[src/rtl/event_seq_pkg.sv]
`default_nettype none
// ============================================================================
// event_seq_pkg : shared types/constants for the ordered-event generator
// Rev 1.0
// ============================================================================
package event_seq_pkg;

  typedef enum logic [2:0] {
    IDLE  = 3'd0,
    DELAY = 3'd1,
    FIRE  = 3'd2,
    ACKW  = 3'd3,
    DONE  = 3'd4
  } seq_state_t;

  localparam int NUM_EV = 3;
  localparam logic [1:0] LAST_IDX = 2'(NUM_EV - 1);

endpackage
`default_nettype wire

[src/rtl/event_seq_gen_cnt.sv]
`default_nettype none
// ============================================================================
// ld_down_cnt : loadable down-counter that parks at zero, with a zero flag
// Rev 1.0
// ============================================================================
module ld_down_cnt #(
  parameter int W = 8
) (
  input  logic         clk,
  input  logic         rst,
  input  logic         load,
  input  logic [W-1:0] load_val,
  input  logic         dec,
  output logic         zero
);

  logic [W-1:0] r_cnt;

  always_ff @(posedge clk) begin
    if (rst) begin
      r_cnt <= '0;
    end else if (load) begin
      r_cnt <= load_val;
    end else if (dec && (r_cnt != '0)) begin
      r_cnt <= r_cnt - W'(1);
    end
  end

  assign zero = (r_cnt == '0);

endmodule
`default_nettype wire

[src/rtl/event_seq_gen.sv]
`default_nettype none
// ============================================================================
// event_seq_gen : emits e1/e2/e3 in order with programmable gaps and an
//                 optional per-pulse ack handshake with timeout
// Rev 1.0
// ============================================================================
module event_seq_gen
  import event_seq_pkg::*;
#(
  parameter int DLY_W  = 8,
  parameter int TO_W   = 8,
  parameter bit ACK_EN = 1'b1
) (
  input  logic             clk,
  input  logic             rst,
  input  logic             start,
  input  logic [DLY_W-1:0] gap1,
  input  logic [DLY_W-1:0] gap2,
  input  logic [DLY_W-1:0] gap3,
  input  logic [TO_W-1:0]  timeout,
  input  logic             ack,
  output logic             e1,
  output logic             e2,
  output logic             e3,
  output logic             busy,
  output logic             done,
  output logic             err,
  output logic [1:0]       ev_cnt,
  output logic [3:0]       seq_id
);

  seq_state_t       r_state, w_nxt;
  logic [DLY_W-1:0] r_gap2, r_gap3, w_gap_sel;
  logic [TO_W-1:0]  r_to;
  logic [1:0]       r_idx, w_nidx;
  logic             w_fire, w_adv, w_start_acc, w_dly_ld, w_to_ld, w_to_exp;
  logic             w_dly_zero, w_to_zero;

  // A gap of g costs g DELAY cycles, so the counter is loaded with g-1 and
  // a zero gap skips DELAY entirely.
  ld_down_cnt #(.W(DLY_W)) u_dly_cnt (
    .clk      (clk),
    .rst      (rst),
    .load     (w_dly_ld),
    .load_val (w_gap_sel - DLY_W'(1)),
    .dec      (r_state == DELAY),
    .zero     (w_dly_zero)
  );

  ld_down_cnt #(.W(TO_W)) u_to_cnt (
    .clk      (clk),
    .rst      (rst),
    .load     (w_to_ld),
    .load_val (r_to - TO_W'(1)),
    .dec      (r_state == ACKW),
    .zero     (w_to_zero)
  );

  always_comb begin
    w_nxt       = r_state;
    w_fire      = 1'b0;
    w_adv       = 1'b0;
    w_start_acc = 1'b0;
    w_to_ld     = 1'b0;
    w_to_exp    = 1'b0;

    // Index of the pulse being scheduled next, and the gap preceding it
    case (r_state)
      IDLE: begin
        w_nidx    = 2'd0;
        w_gap_sel = gap1;
      end
      DELAY: begin
        w_nidx    = r_idx;
        w_gap_sel = '0;
      end
      default: begin
        w_nidx    = r_idx + 2'd1;
        w_gap_sel = (r_idx == 2'd0) ? r_gap2 : r_gap3;
      end
    endcase

    case (r_state)
      IDLE: begin
        if (start) begin
          w_start_acc = 1'b1;
          w_adv       = 1'b1;
        end
      end
      DELAY: begin
        if (w_dly_zero) begin
          w_nxt  = FIRE;
          w_fire = 1'b1;
        end
      end
      FIRE: begin
        if (ACK_EN) begin
          w_nxt   = ACKW;
          w_to_ld = 1'b1;
        end else if (r_idx == LAST_IDX) begin
          w_nxt = DONE;
        end else begin
          w_adv = 1'b1;
        end
      end
      ACKW: begin
        if (ack) begin
          if (r_idx == LAST_IDX) w_nxt = DONE;
          else                   w_adv = 1'b1;
        end else if ((r_to != '0) && w_to_zero) begin
          w_nxt    = DONE;
          w_to_exp = 1'b1;
        end
      end
      DONE:    w_nxt = IDLE;
      default: w_nxt = IDLE;
    endcase

    if (w_adv) begin
      if (w_gap_sel == '0) begin
        w_nxt  = FIRE;
        w_fire = 1'b1;
      end else begin
        w_nxt = DELAY;
      end
    end
    w_dly_ld = w_adv && (w_gap_sel != '0);
  end

  always_ff @(posedge clk) begin
    if (rst) begin
      r_state <= IDLE;
      r_gap2  <= '0;
      r_gap3  <= '0;
      r_to    <= '0;
      r_idx   <= '0;
      e1      <= 1'b0;
      e2      <= 1'b0;
      e3      <= 1'b0;
      busy    <= 1'b0;
      done    <= 1'b0;
      err     <= 1'b0;
      ev_cnt  <= '0;
      seq_id  <= '0;
    end else begin
      r_state <= w_nxt;
      busy    <= (w_nxt != IDLE);
      done    <= (w_nxt == DONE);
      e1      <= w_fire && (w_nidx == 2'd0);
      e2      <= w_fire && (w_nidx == 2'd1);
      e3      <= w_fire && (w_nidx == 2'd2);

      if (w_adv) r_idx <= w_nidx;

      if (w_start_acc) begin
        r_gap2 <= gap2;
        r_gap3 <= gap3;
        r_to   <= timeout;
        err    <= 1'b0;
      end

      // A zero gap1 fires e1 in the same edge that accepts start
      if (w_fire)           ev_cnt <= (r_state == IDLE) ? 2'd1 : ev_cnt + 2'd1;
      else if (w_start_acc) ev_cnt <= '0;

      if (w_to_exp) err <= 1'b1;

      if ((w_nxt == DONE) && (r_state != DONE) && !w_to_exp)
        seq_id <= seq_id + 4'd1;
    end
  end

endmodule
`default_nettype wire

[config.mk]
export PLATFORM = sky130hd
export DESIGN_NAME = event_seq_gen
export DESIGN_NICKNAME = d
export VERILOG_FILES = /design/src/rtl/event_seq_pkg.sv /design/src/rtl/event_seq_gen_cnt.sv /design/src/rtl/event_seq_gen.sv
export SDC_FILE = /design/constraint.sdc
export NUM_CORES = 1
export LEC_CHECK = 0
export CAP_MARGIN = 20
export CORE_MARGIN = 4
export CORE_UTILIZATION = 49
export DETAILED_ROUTE_END_ITERATION = 7
export PLACE_DENSITY = 0.86
export SETUP_SLACK_MARGIN = 0.2
export SLEW_MARGIN = 20
export SYNTH_ARGS = -nofsm -noshare
export SYNTH_HDL_FRONTEND = slang
export SYNTH_SLANG_ARGS = --single-unit
[constraint.sdc]
create_clock -name clk -period 3.24 [get_ports clk]
set_clock_uncertainty 0.05 [all_clocks]
set_input_delay 0.648 -clock clk [delete_from_list [all_inputs] [get_ports clk]]
set_output_delay 0.648 -clock clk [all_outputs]
set_load 0.02 [all_outputs]
-- Word level (Yosys, flattened, before mapping)
Cells that the tools add are included.
- flip-flop bits (word level): 57
- word-level logic and storage cells: 87
- bits of input ports: 36
- equality and inequality tests: 8
- reductions and logical operators: 25
- add/sub/neg operators: 7
- muxes and demuxes: 32
- operator list (kind ; count):
    two-way mux 8 bit ; 5
    nonzero test 8 bit ; 4
    subtractor 8 x 1 -> 8 bit, second input constant ; 4
    zero test 8 bit ; 3
    one-hot mux 8 bit (2 select lines) ; 1
    two-way mux 3 bit ; 5
    two-way mux 1 bit ; 14
    one-hot mux 3 bit (4 select lines) ; 1
    logical AND 1 bit ; 9
    two-way mux 2 bit ; 4
    nonzero test 2 bit ; 4
    equality test 3 x 2 -> 1 bit, second input constant ; 2
    adder 2 x 1 -> 2 bit, second input constant ; 2
    adder 4 x 1 -> 4 bit, second input constant ; 1
    equality test 2 bit, second input constant ; 2
    zero test 2 bit ; 2
    one-hot mux 2 bit (2 select lines) ; 1
    equality test 3 x 1 -> 1 bit, second input constant ; 1
    equality test 3 bit, second input constant ; 1
    zero test 3 bit ; 1
    != test 3 bit, second input constant ; 1
    nonzero test 3 bit ; 1
    equality test 2 x 1 -> 1 bit, second input constant ; 1
    one-hot mux 1 bit (2 select lines) ; 1
    zero test 1 bit ; 1

-- Longest topological paths before layout
Gate-level depths: netlist (run 1).
- word-level depth: 9
- mapped depth: 15
- gate-level depth less buffers: 13

-- Modules after synthesis
From an unflattened synthesis (run 1), not the netlist that was laid out.
- cell total of the unflattened synthesis: 395
- area total of the unflattened synthesis: 3233.1 um^2
- by module, submodules not included (module ; times used ; cells an instance ; area an instance (um^2) ; sequential area each (um^2)):
    event_seq_gen ; 1 ; 277 ; 2202.1 ; 820.8
    ld_down_cnt ; 2 ; 59 ; 515.5 ; 160.2

-- Least setup slack after synthesis (run 1)
OpenSTA, ideal clock, no wires.
- path kind: reg2reg
- start: register r_idx[0]
- end: register u_dly_cnt.r_cnt[6]
- data arrival time: 2857 ps
- slack: 200 ps
- buffers on the path: 1
- required time: 3057 ps
- library setup time: 133 ps
- cell stages (with the launch flop): 13
- cells stage by stage: dfxtp_1 clkbuf_1 inv_1 ha_1 a211oi_1 o31ai_2 a21oi_1 ha_1 nor3b_1 o311ai_2 o31a_1 nor3_1 a211oi_2
- word-level cells in the longest chain between the ends: 6
- ends and longest elaborated chain (element ; line ; text):
    start: declaration ; event_seq_gen.sv:35 ; logic [1:0] r_idx, w_nidx;
    start signal: assignment ; event_seq_gen.sv:153 ; if (w_adv) r_idx <= w_nidx;
    parallel branches: the longest is 6 deep, another holds subtractor 8 x 1 -> 8 bit ; -- ;
    end signal: assignment ; event_seq_gen_cnt.sv:23 ; r_cnt <= load_val;
    end signal: assignment ; event_seq_gen_cnt.sv:25 ; r_cnt <= r_cnt - W'(1);
    end: declaration ; event_seq_gen_cnt.sv:17 ; logic [W-1:0] r_cnt;
Several ways; the timed one is not identified.
A chain may end at the register's enable or synchronous reset.

-- Final worst setup path (run 1)
- start: input gap1[3]
- end: register u_dly_cnt.r_cnt[4]
- word-level cells in the longest chain between the ends: 4
- ends and longest elaborated chain (element ; line ; text):
    start: declaration ; event_seq_gen.sv:17 ; input logic [DLY_W-1:0] gap1,
    one-hot mux 8 bit (2 select lines) * ; event_seq_gen.sv:68 ; case (r_state)
    parallel branches: the longest is 3 deep, another holds subtractor 8 x 1 -> 8 bit ; -- ;
Mark *: on every way between the ends.

==> qor.csv, run 1 <==
stage;metric;value;unit
run_status;status;complete, no violations;
sta;max_freq;346.0;MHz
cells_and_area;multi_input_area;2057;sq um
sta;period_minus_slack;2.890;ns
place;place.gp.congestion;0.9589;
cts;h-tree-depth;3;
critical_path;critical_path.startpoint;gap1[3];
die;start_util;0.5102;
sta;period_share;0.8921;
cts;cts_hold_buf;0;
cts;clock_latency;0.34;ns
sta;finalSetupViolCount;0;
logic_synthesis;yosysSeqAreaShare;0.3482;
logic_synthesis;synth_area_leaders;dfxtp_1 (35%), nand2_1 (8.0%), a21oi_1 (7.8%);
detailed_routing;route.vias.total;3374;
cts;numCtsBuffers;9;
die;die_w;89.78;um
logic_synthesis;yosysTopAreaCellShare;0.3482;
critical_path;worstReg2RegEnd;u_dly_cnt.r_cnt[6];
place;dp_hpwl;6.157;mm
pwr;comb_power_share;0.492;
die;rows;29;
critical_path;critPathArrivalTime;3.10;ns
cells_and_area;area.growth.synth_to_final;26.58;%
logic_synthesis;synth_area;3277;sq um
critical_path;rrSetupSlack;0.41;ns
place;portBuffers;47;
detailed_routing;wirelength;8.750;mm
pwr;powerDensity;856.2;nW/um^2
pwr;p_sw;1.480;mW
cells_and_area;drive_above_1_share;0.1377;
logic_synthesis;yosys_warnings;0;
detailed_routing;drc;0;
logic_synthesis;synth_edf_count;0;
pwr;p_sw_frac;0.4166;
grt;grt_pass1_vias;3189;
logic_synthesis;syn_inst;415;
place;preCtsSetupSlack;-0.1258;ns
critical_path;r2r_start;r_idx[0];
pwr;clkPwrFrac;0.211;
sta;final-hold-violation-count;0;
grt;grt_max_degree;47;
sta;slew_violations;0;
cts;postCtsSetupRepairBufs;0;
critical_path;path_class;input pin to flip-flop;
detailed_routing;viasPerCell;6.146;
cts;cts_root_buffer;clkbuf_8;
cts;cts_tree;done;
grt;grt_usage;0.2149;
min_path;hold_path.class;flip-flop to flip-flop;
grt;antenna_found_initial;0;
cts;cts_buffer_depth;2;
logic_synthesis;synthesis.nets;456;
logic_synthesis;async_flop_share;0;
die;die-area;8060;sq um
cts;cts_num_sinks;57;
cells_and_area;fin_cells;549;
critical_path;worst_setup_path_end_kind;flip-flop;
logic_synthesis;syn_area_per_cell;7.896;sq um
detailed_routing;dr.pass1.iters;6;
cells_and_area;nNetsFinal;508;
logic_synthesis;synth_most_common_cell;nand2_1;
logic_synthesis;yosysTopAreaCell;dfxtp_1;
sta;slew_headroom;0.4400;
die;core_area;6422;sq um
logic_synthesis;synth_cell_types;63;
sta;tns;0;ns
critical_path;reg2reg_depth;13;
sta;worstMarginPinSlew;0.8400;ns
sta;final.setup.worst_slack;0.3495;ns
die;num_io_pins;48;
cells_and_area;fill_cells;518;
logic_synthesis;ys.flop_type;dfxtp_1;
detailed_routing;avgRoutedWirePerCell;15.94;um
place;place_inst;533;
cells_and_area;regArea;1141;sq um
cts;clkTransAtPathRegs;0.07;ns
cells_and_area;fin_util;0.6458;
grt;grt_pass1_wl;14.59;mm
cells_and_area;antenna_cells;0;
die;die_y;89.78;um
critical_path;cp-start-kind;input pin;
critical_path;worstPathMaxFanout;3;
pwr;power.internal;2.072;mW
pwr;vdd_drop_max;0.4449;mV
grt;gr-total-overflow;0;
critical_path;setup.worst_path.end;u_dly_cnt.r_cnt[4];
logic_synthesis;synthTopCellsByCount;nand2_1 (70), dfxtp_1 (57), a21oi_1 (51);
pwr;pwr-share-seq;0.297;
critical_path;worstPathRequired;3.45;ns
detailed_routing;ant_nets;0;
place;post_dp_cell_area;3872;sq um
run;maxCapViolations;0;
detailed_routing;first_iter_violations;335;
sta;rsz0062_at_grt;false;
cells_and_area;fin_area;4148;sq um
logic_synthesis;synth_seq_cells;57;
pwr;cellLeakagePower;1.498;nW
[critical path, cell delays in order]
cell             delay, ns
clkdlybuf4s50_1       0.45
nor3_2                0.29
a311oi_4              0.16
o31ai_2               0.38
a21oi_1               0.12
ha_1                  0.23
nor3b_2               0.16
o311ai_2              0.10
buf_4                 0.19
xnor2_1               0.11
nor2_1                0.05
a211oi_1              0.20
[power by group through the flow]
stage,sequential [mW],combinational [mW],clock (mW)
detailed placement,1.05,1.67,0
global placement,1.04,1.61,0
CTS,1.04,1.69,0.755
global route,1.07,1.91,0.784
floorplan,1.01,1.24,0
finish,1.05,1.75,0.750
[worst min path at each step]
stage / start / to / slack [ns] / depth (start not counted)
after floorplan: r_to[1] / r_to[1] / 0.40 / 2
after global placement: r_gap3[5] / r_gap3[5] / 0.41 / 2
after detailed placement: r_gap2[2] / r_gap2[2] / 0.42 / 2
after CTS: r_gap3[3] / r_gap3[3] / 0.43 / 2
after global routing: r_gap2[0] / r_gap2[0] / 0.45 / 2
final: r_gap3[5] / r_gap3[5] / 0.43 / 2
[repair_timing]
action                                  in CTS  in global routing
resized for setup                            0                 11
endpoints found under the setup margin       0                  2
endpoints found under the hold margin        0                  0
[metal layers]
layer | track usage | share of wire | vias up
li1 | - | - | 1621
met1 | 0.2783 | 0.43 | 1548
met2 | 0.3496 | 0.46 | 168
met3 | 0.04007 | 0.077 | 37
met4 | 0.09451 | 0.031 | 0
met5 | 0 | 0 | -
[placed cells by master, fill, tap and decap left out, types with 4 or more instances in the layout]
cell type / count
clkdlybuf4s50_1: 45
dfxtp_1: 57
nor3_1: 22
a211oi_1: 6
nor4_1: 8
a21oi_1: 51
buf_4: 20
clkbuf_8: 10
a31oi_1: 10
o211ai_1: 4
xnor2_1: 6
nand3_1: 6
nor2_1: 33
xor2_1: 4
o21ai_0: 14
nand2_1: 70
nor3b_1: 4
ha_1: 4
inv_1: 4
or3_1: 4
mux2i_1: 12
o31a_1: 5
[area by class of cell]
class / instances / share of cell area
clock buffer: 11 / 0.03409
inverter: 4 / 0.003620
multi-input combinational: 328 / 0.4959
sequential: 57 / 0.2751
timing repair buffer: 67 / 0.1490
clock inverter: 5 / 0.01900
tap: 77 / 0.02323
[state kept, by name, summed over array words and instances (netlist names)]
name	cells
busy	1
done	1
e1	1
e2	1
e3	1
err	1
ev_cnt	2
r_gap2	8
r_gap3	8
r_idx	2
r_state	3
r_to	8
seq_id	4
u_dly_cnt.r_cnt	8
u_to_cnt.r_cnt	8
[stage by stage]
stage,power (mW),hold slack [ns]
after CTS,3.486,0.4271
after detailed placement,2.721,0.4182
after global placement,2.648,0.4090
after floorplan,2.257,0.3951
after global routing,3.762,0.4463
final,3.551,0.4276
[cell families (layout without fill, tap and decap cells)]
kind of cell,count (synthesis),count (layout),synth area share
compound gates,117,117,0.2386
xor+xnor,10,10,0.02673
fa+ha+maj,5,5,0.01909
buf+inv,30,87,0.04009
flops,57,57,0.3482
mux,15,15,0.04697
simple gates,181,181,0.2803
Note: power is estimated with default switching activity, not from simulation.
==> run 2: changes to the inputs <==
--- a/config.mk
+++ b/config.mk
@@ -8,6 +8,7 @@
 export CAP_MARGIN = 20
 export CORE_MARGIN = 4
 export CORE_UTILIZATION = 49
+export CTS_CLUSTER_SIZE = 14
 export DETAILED_ROUTE_END_ITERATION = 7
 export PLACE_DENSITY = 0.86
 export SETUP_SLACK_MARGIN = 0.2
==> results of run 2 <==
No change in the layout: final DEF, timing and power equal those of run 1.
==> run 3: changes to the inputs <==
--- a/config.mk
+++ b/config.mk
@@ -6,7 +6,6 @@
 export NUM_CORES = 1
 export LEC_CHECK = 0
 export CAP_MARGIN = 20
-export CORE_MARGIN = 4
 export CORE_UTILIZATION = 49
 export CTS_CLUSTER_SIZE = 14
 export DETAILED_ROUTE_END_ITERATION = 7
==> qor.csv, run 3 (synthesis results as in run 1) <==
stage;metric;value;unit;change
place;dp_hpwl;6.028;mm;-2.1%
die;die-area;7018;sq um;-13%
grt;gr-total-overflow;0;;unchanged
cells_and_area;area.growth.synth_to_final;27.30;%;
critical_path;critPathMaxStageDelay;0.50;ns;+0.05 ns
cts;numCtsBuffers;9;;unchanged
detailed_routing;dr.pass1.iters;5;;-1
cells_and_area;layout_common_cells;nand2_1 (70), dfxtp_1 (55), a21oi_1 (49);;
cells_and_area;nNetsFinal;508;;unchanged
cells_and_area;drive_above_1_share;0.1441;;+0.006356
place;portBuffers;47;;unchanged
detailed_routing;ant_nets;0;;unchanged
run_status;status;complete, no violations;;
place;place.gp.congestion;0.9287;;-3.1%
die;die_y;83.78;um;-6.7%
critical_path;worstPathMaxFanout;3;;unchanged
cts;clkTransAtPathRegs;0.07;ns;about the same
pwr;vdd_drop_max;0.5747;mV;+29%
critical_path;critical_path.startpoint;gap1[7];;
detailed_routing;drc;0;;unchanged
cells_and_area;fin_util;0.6532;;+0.007392
sta;max_freq;342.5;MHz;-1.0%
min_path;min_from;r_gap3[4];;
cells_and_area;multi_input_area;2069;sq um;+0.61%
cells_and_area;antenna_cells;0;;unchanged
sta;period_minus_slack;2.920;ns;+0.02929 ns
grt;grt_max_degree;44;;-6.4%
grt;grt_pass1_vias;3038;;-4.7%
critical_path;r2r_start;r_idx[0];;
critical_path;slowest_stage;clkdlybuf4s50_1;;
die;start_util;0.5131;;+0.002899
run;maxCapViolations;0;;unchanged
cts;cts_buffer_depth;2;;unchanged
cells_and_area;fin_cells;549;;unchanged
sta;worstMarginPinSlew;0.8163;ns;-0.02371 ns
pwr;pwr-share-seq;0.296;;about the same
sta;finalSetupViolCount;0;;unchanged
detailed_routing;avgRoutedWirePerCell;15.68;um;-1.6%
cts;clock_latency;0.34;ns;about the same
pwr;power.internal;2.109;mW;+1.8%
critical_path;worstPathCellList;clkdlybuf4s50_1 -> nor3_1 -> a311oi_4 -> o31ai_4 -> a21oi_2 -> ha_2 -> nor3b_4 -> o311ai_2 -> buf_4 -> nor4_4 -> nor3_2 -> a211oi_2;;
grt;grt_usage;0.2496;;+0.03475
cells_and_area;final_common_cell;nand2_1;;
pwr;powerDensity;860.1;nW/um^2;+0.45%
pwr;comb_power_share;0.491;;about the same
sta;slew_headroom;0.4558;;+0.01581
critical_path;worstPathRequired;3.45;ns;about the same
grt;antenna_found_initial;0;;unchanged
pwr;cellLeakagePower;1.504;nW;+0.36%
cts;h-tree-depth;3;;unchanged
sta;rsz0062_at_grt;false;;
pwr;clkPwrFrac;0.213;;+0.002
pwr;p_sw;1.479;mW;about the same
sta;tns;0;ns;unchanged
pwr;p_sw_frac;0.4121;;-0.004493
critical_path;critPathArrivalTime;3.13;ns;+0.03 ns
critical_path;path_class;input pin to flip-flop;;
detailed_routing;first_iter_violations;335;;unchanged
cells_and_area;regArea;1144;sq um;+0.22%
die;core_area;6386;sq um;-0.57%
min_path;hold_path.class;flip-flop to flip-flop;;
sta;slew_violations;0;;unchanged
place;preCtsSetupSlack;-0.1421;ns;-0.01631 ns
grt;grt_pass1_wl;14.22;mm;-2.6%
sta;period_share;0.9012;;+0.009040
cts;cts_hold_buf;0;;unchanged
cts;postCtsSetupRepairBufs;0;;unchanged
cts;cts_num_sinks;57;;unchanged
detailed_routing;viasPerCell;6.117;;-0.47%
sta;final-hold-violation-count;0;;unchanged
detailed_routing;route.vias.total;3358;;-0.47%
critical_path;worst_setup_path_end_kind;flip-flop;;
detailed_routing;wirelength;8.606;mm;-1.6%
critical_path;cp-start-kind;input pin;;
cts;cts_root_buffer;clkbuf_8;;
cts;cts_tree;done;;
die;rows;29;;unchanged
cells_and_area;fill_cells;522;;+0.77%
die;num_io_pins;48;;unchanged
die;die_w;83.78;um;-6.7%
sta;final.setup.worst_slack;0.3202;ns;-0.02929 ns
place;place_inst;533;;unchanged
-- run 3: area by class of cell --
cell class	count	share of cell area
Multi-Input combinational cell	328	0.4961
Sequential cell	57	0.2741
Timing Repair Buffer	67	0.1482
Clock buffer	11	0.03629
Tap cell	77	0.02310
Clock inverter	5	0.01860
Inverter	4	0.003599
-- run 3: path summary, 6_finish.rpt --
path	endpoint	slack, ns	cells past startpoint
setup / recovery	u_dly_cnt.r_cnt[6]	0.32	12
hold reg to reg	r_gap3[4]	0.43	2
setup reg to reg	u_dly_cnt.r_cnt[6]	0.34	13
hold / removal	r_gap3[4]	0.43	2
-- run 3: routing by layer --
metal  routed length (um)  track usage
met1                 3812       0.3253
met2                 4043       0.4043
met3                  433      0.03759
met4                  317       0.1186
met5                    0            0
-- run 3: worst max-delay path, delay by kind of cell --
kind | cells | cell delay (ns)
AO/OA/AOI/OAI | 5 | 1.05
buffers and inverters | 2 | 0.69
AND/OR/NAND/NOR | 4 | 0.51
adder cells (fa/ha/maj) | 1 | 0.21
-- run 3: power groups by stage --
| stage | clock [mW] | combinational (mW) | sequential [mW] |
|---|---|---|---|
| 2_1_floorplan | 0 | 1.24 | 1.01 |
| 3_3_place_gp | 0 | 1.61 | 1.05 |
| 3_5_place_dp | 0 | 1.66 | 1.06 |
| 4_1_cts | 0.765 | 1.68 | 1.04 |
| 5_1_grt | 0.800 | 1.93 | 1.09 |
| 6_report | 0.763 | 1.76 | 1.06 |
-- run 3: through the flow --
step	total power [mW]	area, sq um	hold WS (ns)
6_report	3.588	4172	0.4279
3_5_place_dp	2.714	3872	0.4213
3_3_place_gp	2.650	3872	0.4115
4_1_cts	3.486	4106	0.4307
2_1_floorplan	2.257	3277	0.3951
5_1_grt	3.815	4172	0.4572
-- run 3: what timing repair did --
item                                    4_1_cts  5_1_grt
resized for setup                             1       14
endpoints found under the setup margin        1        2
pin swaps                                     0        7
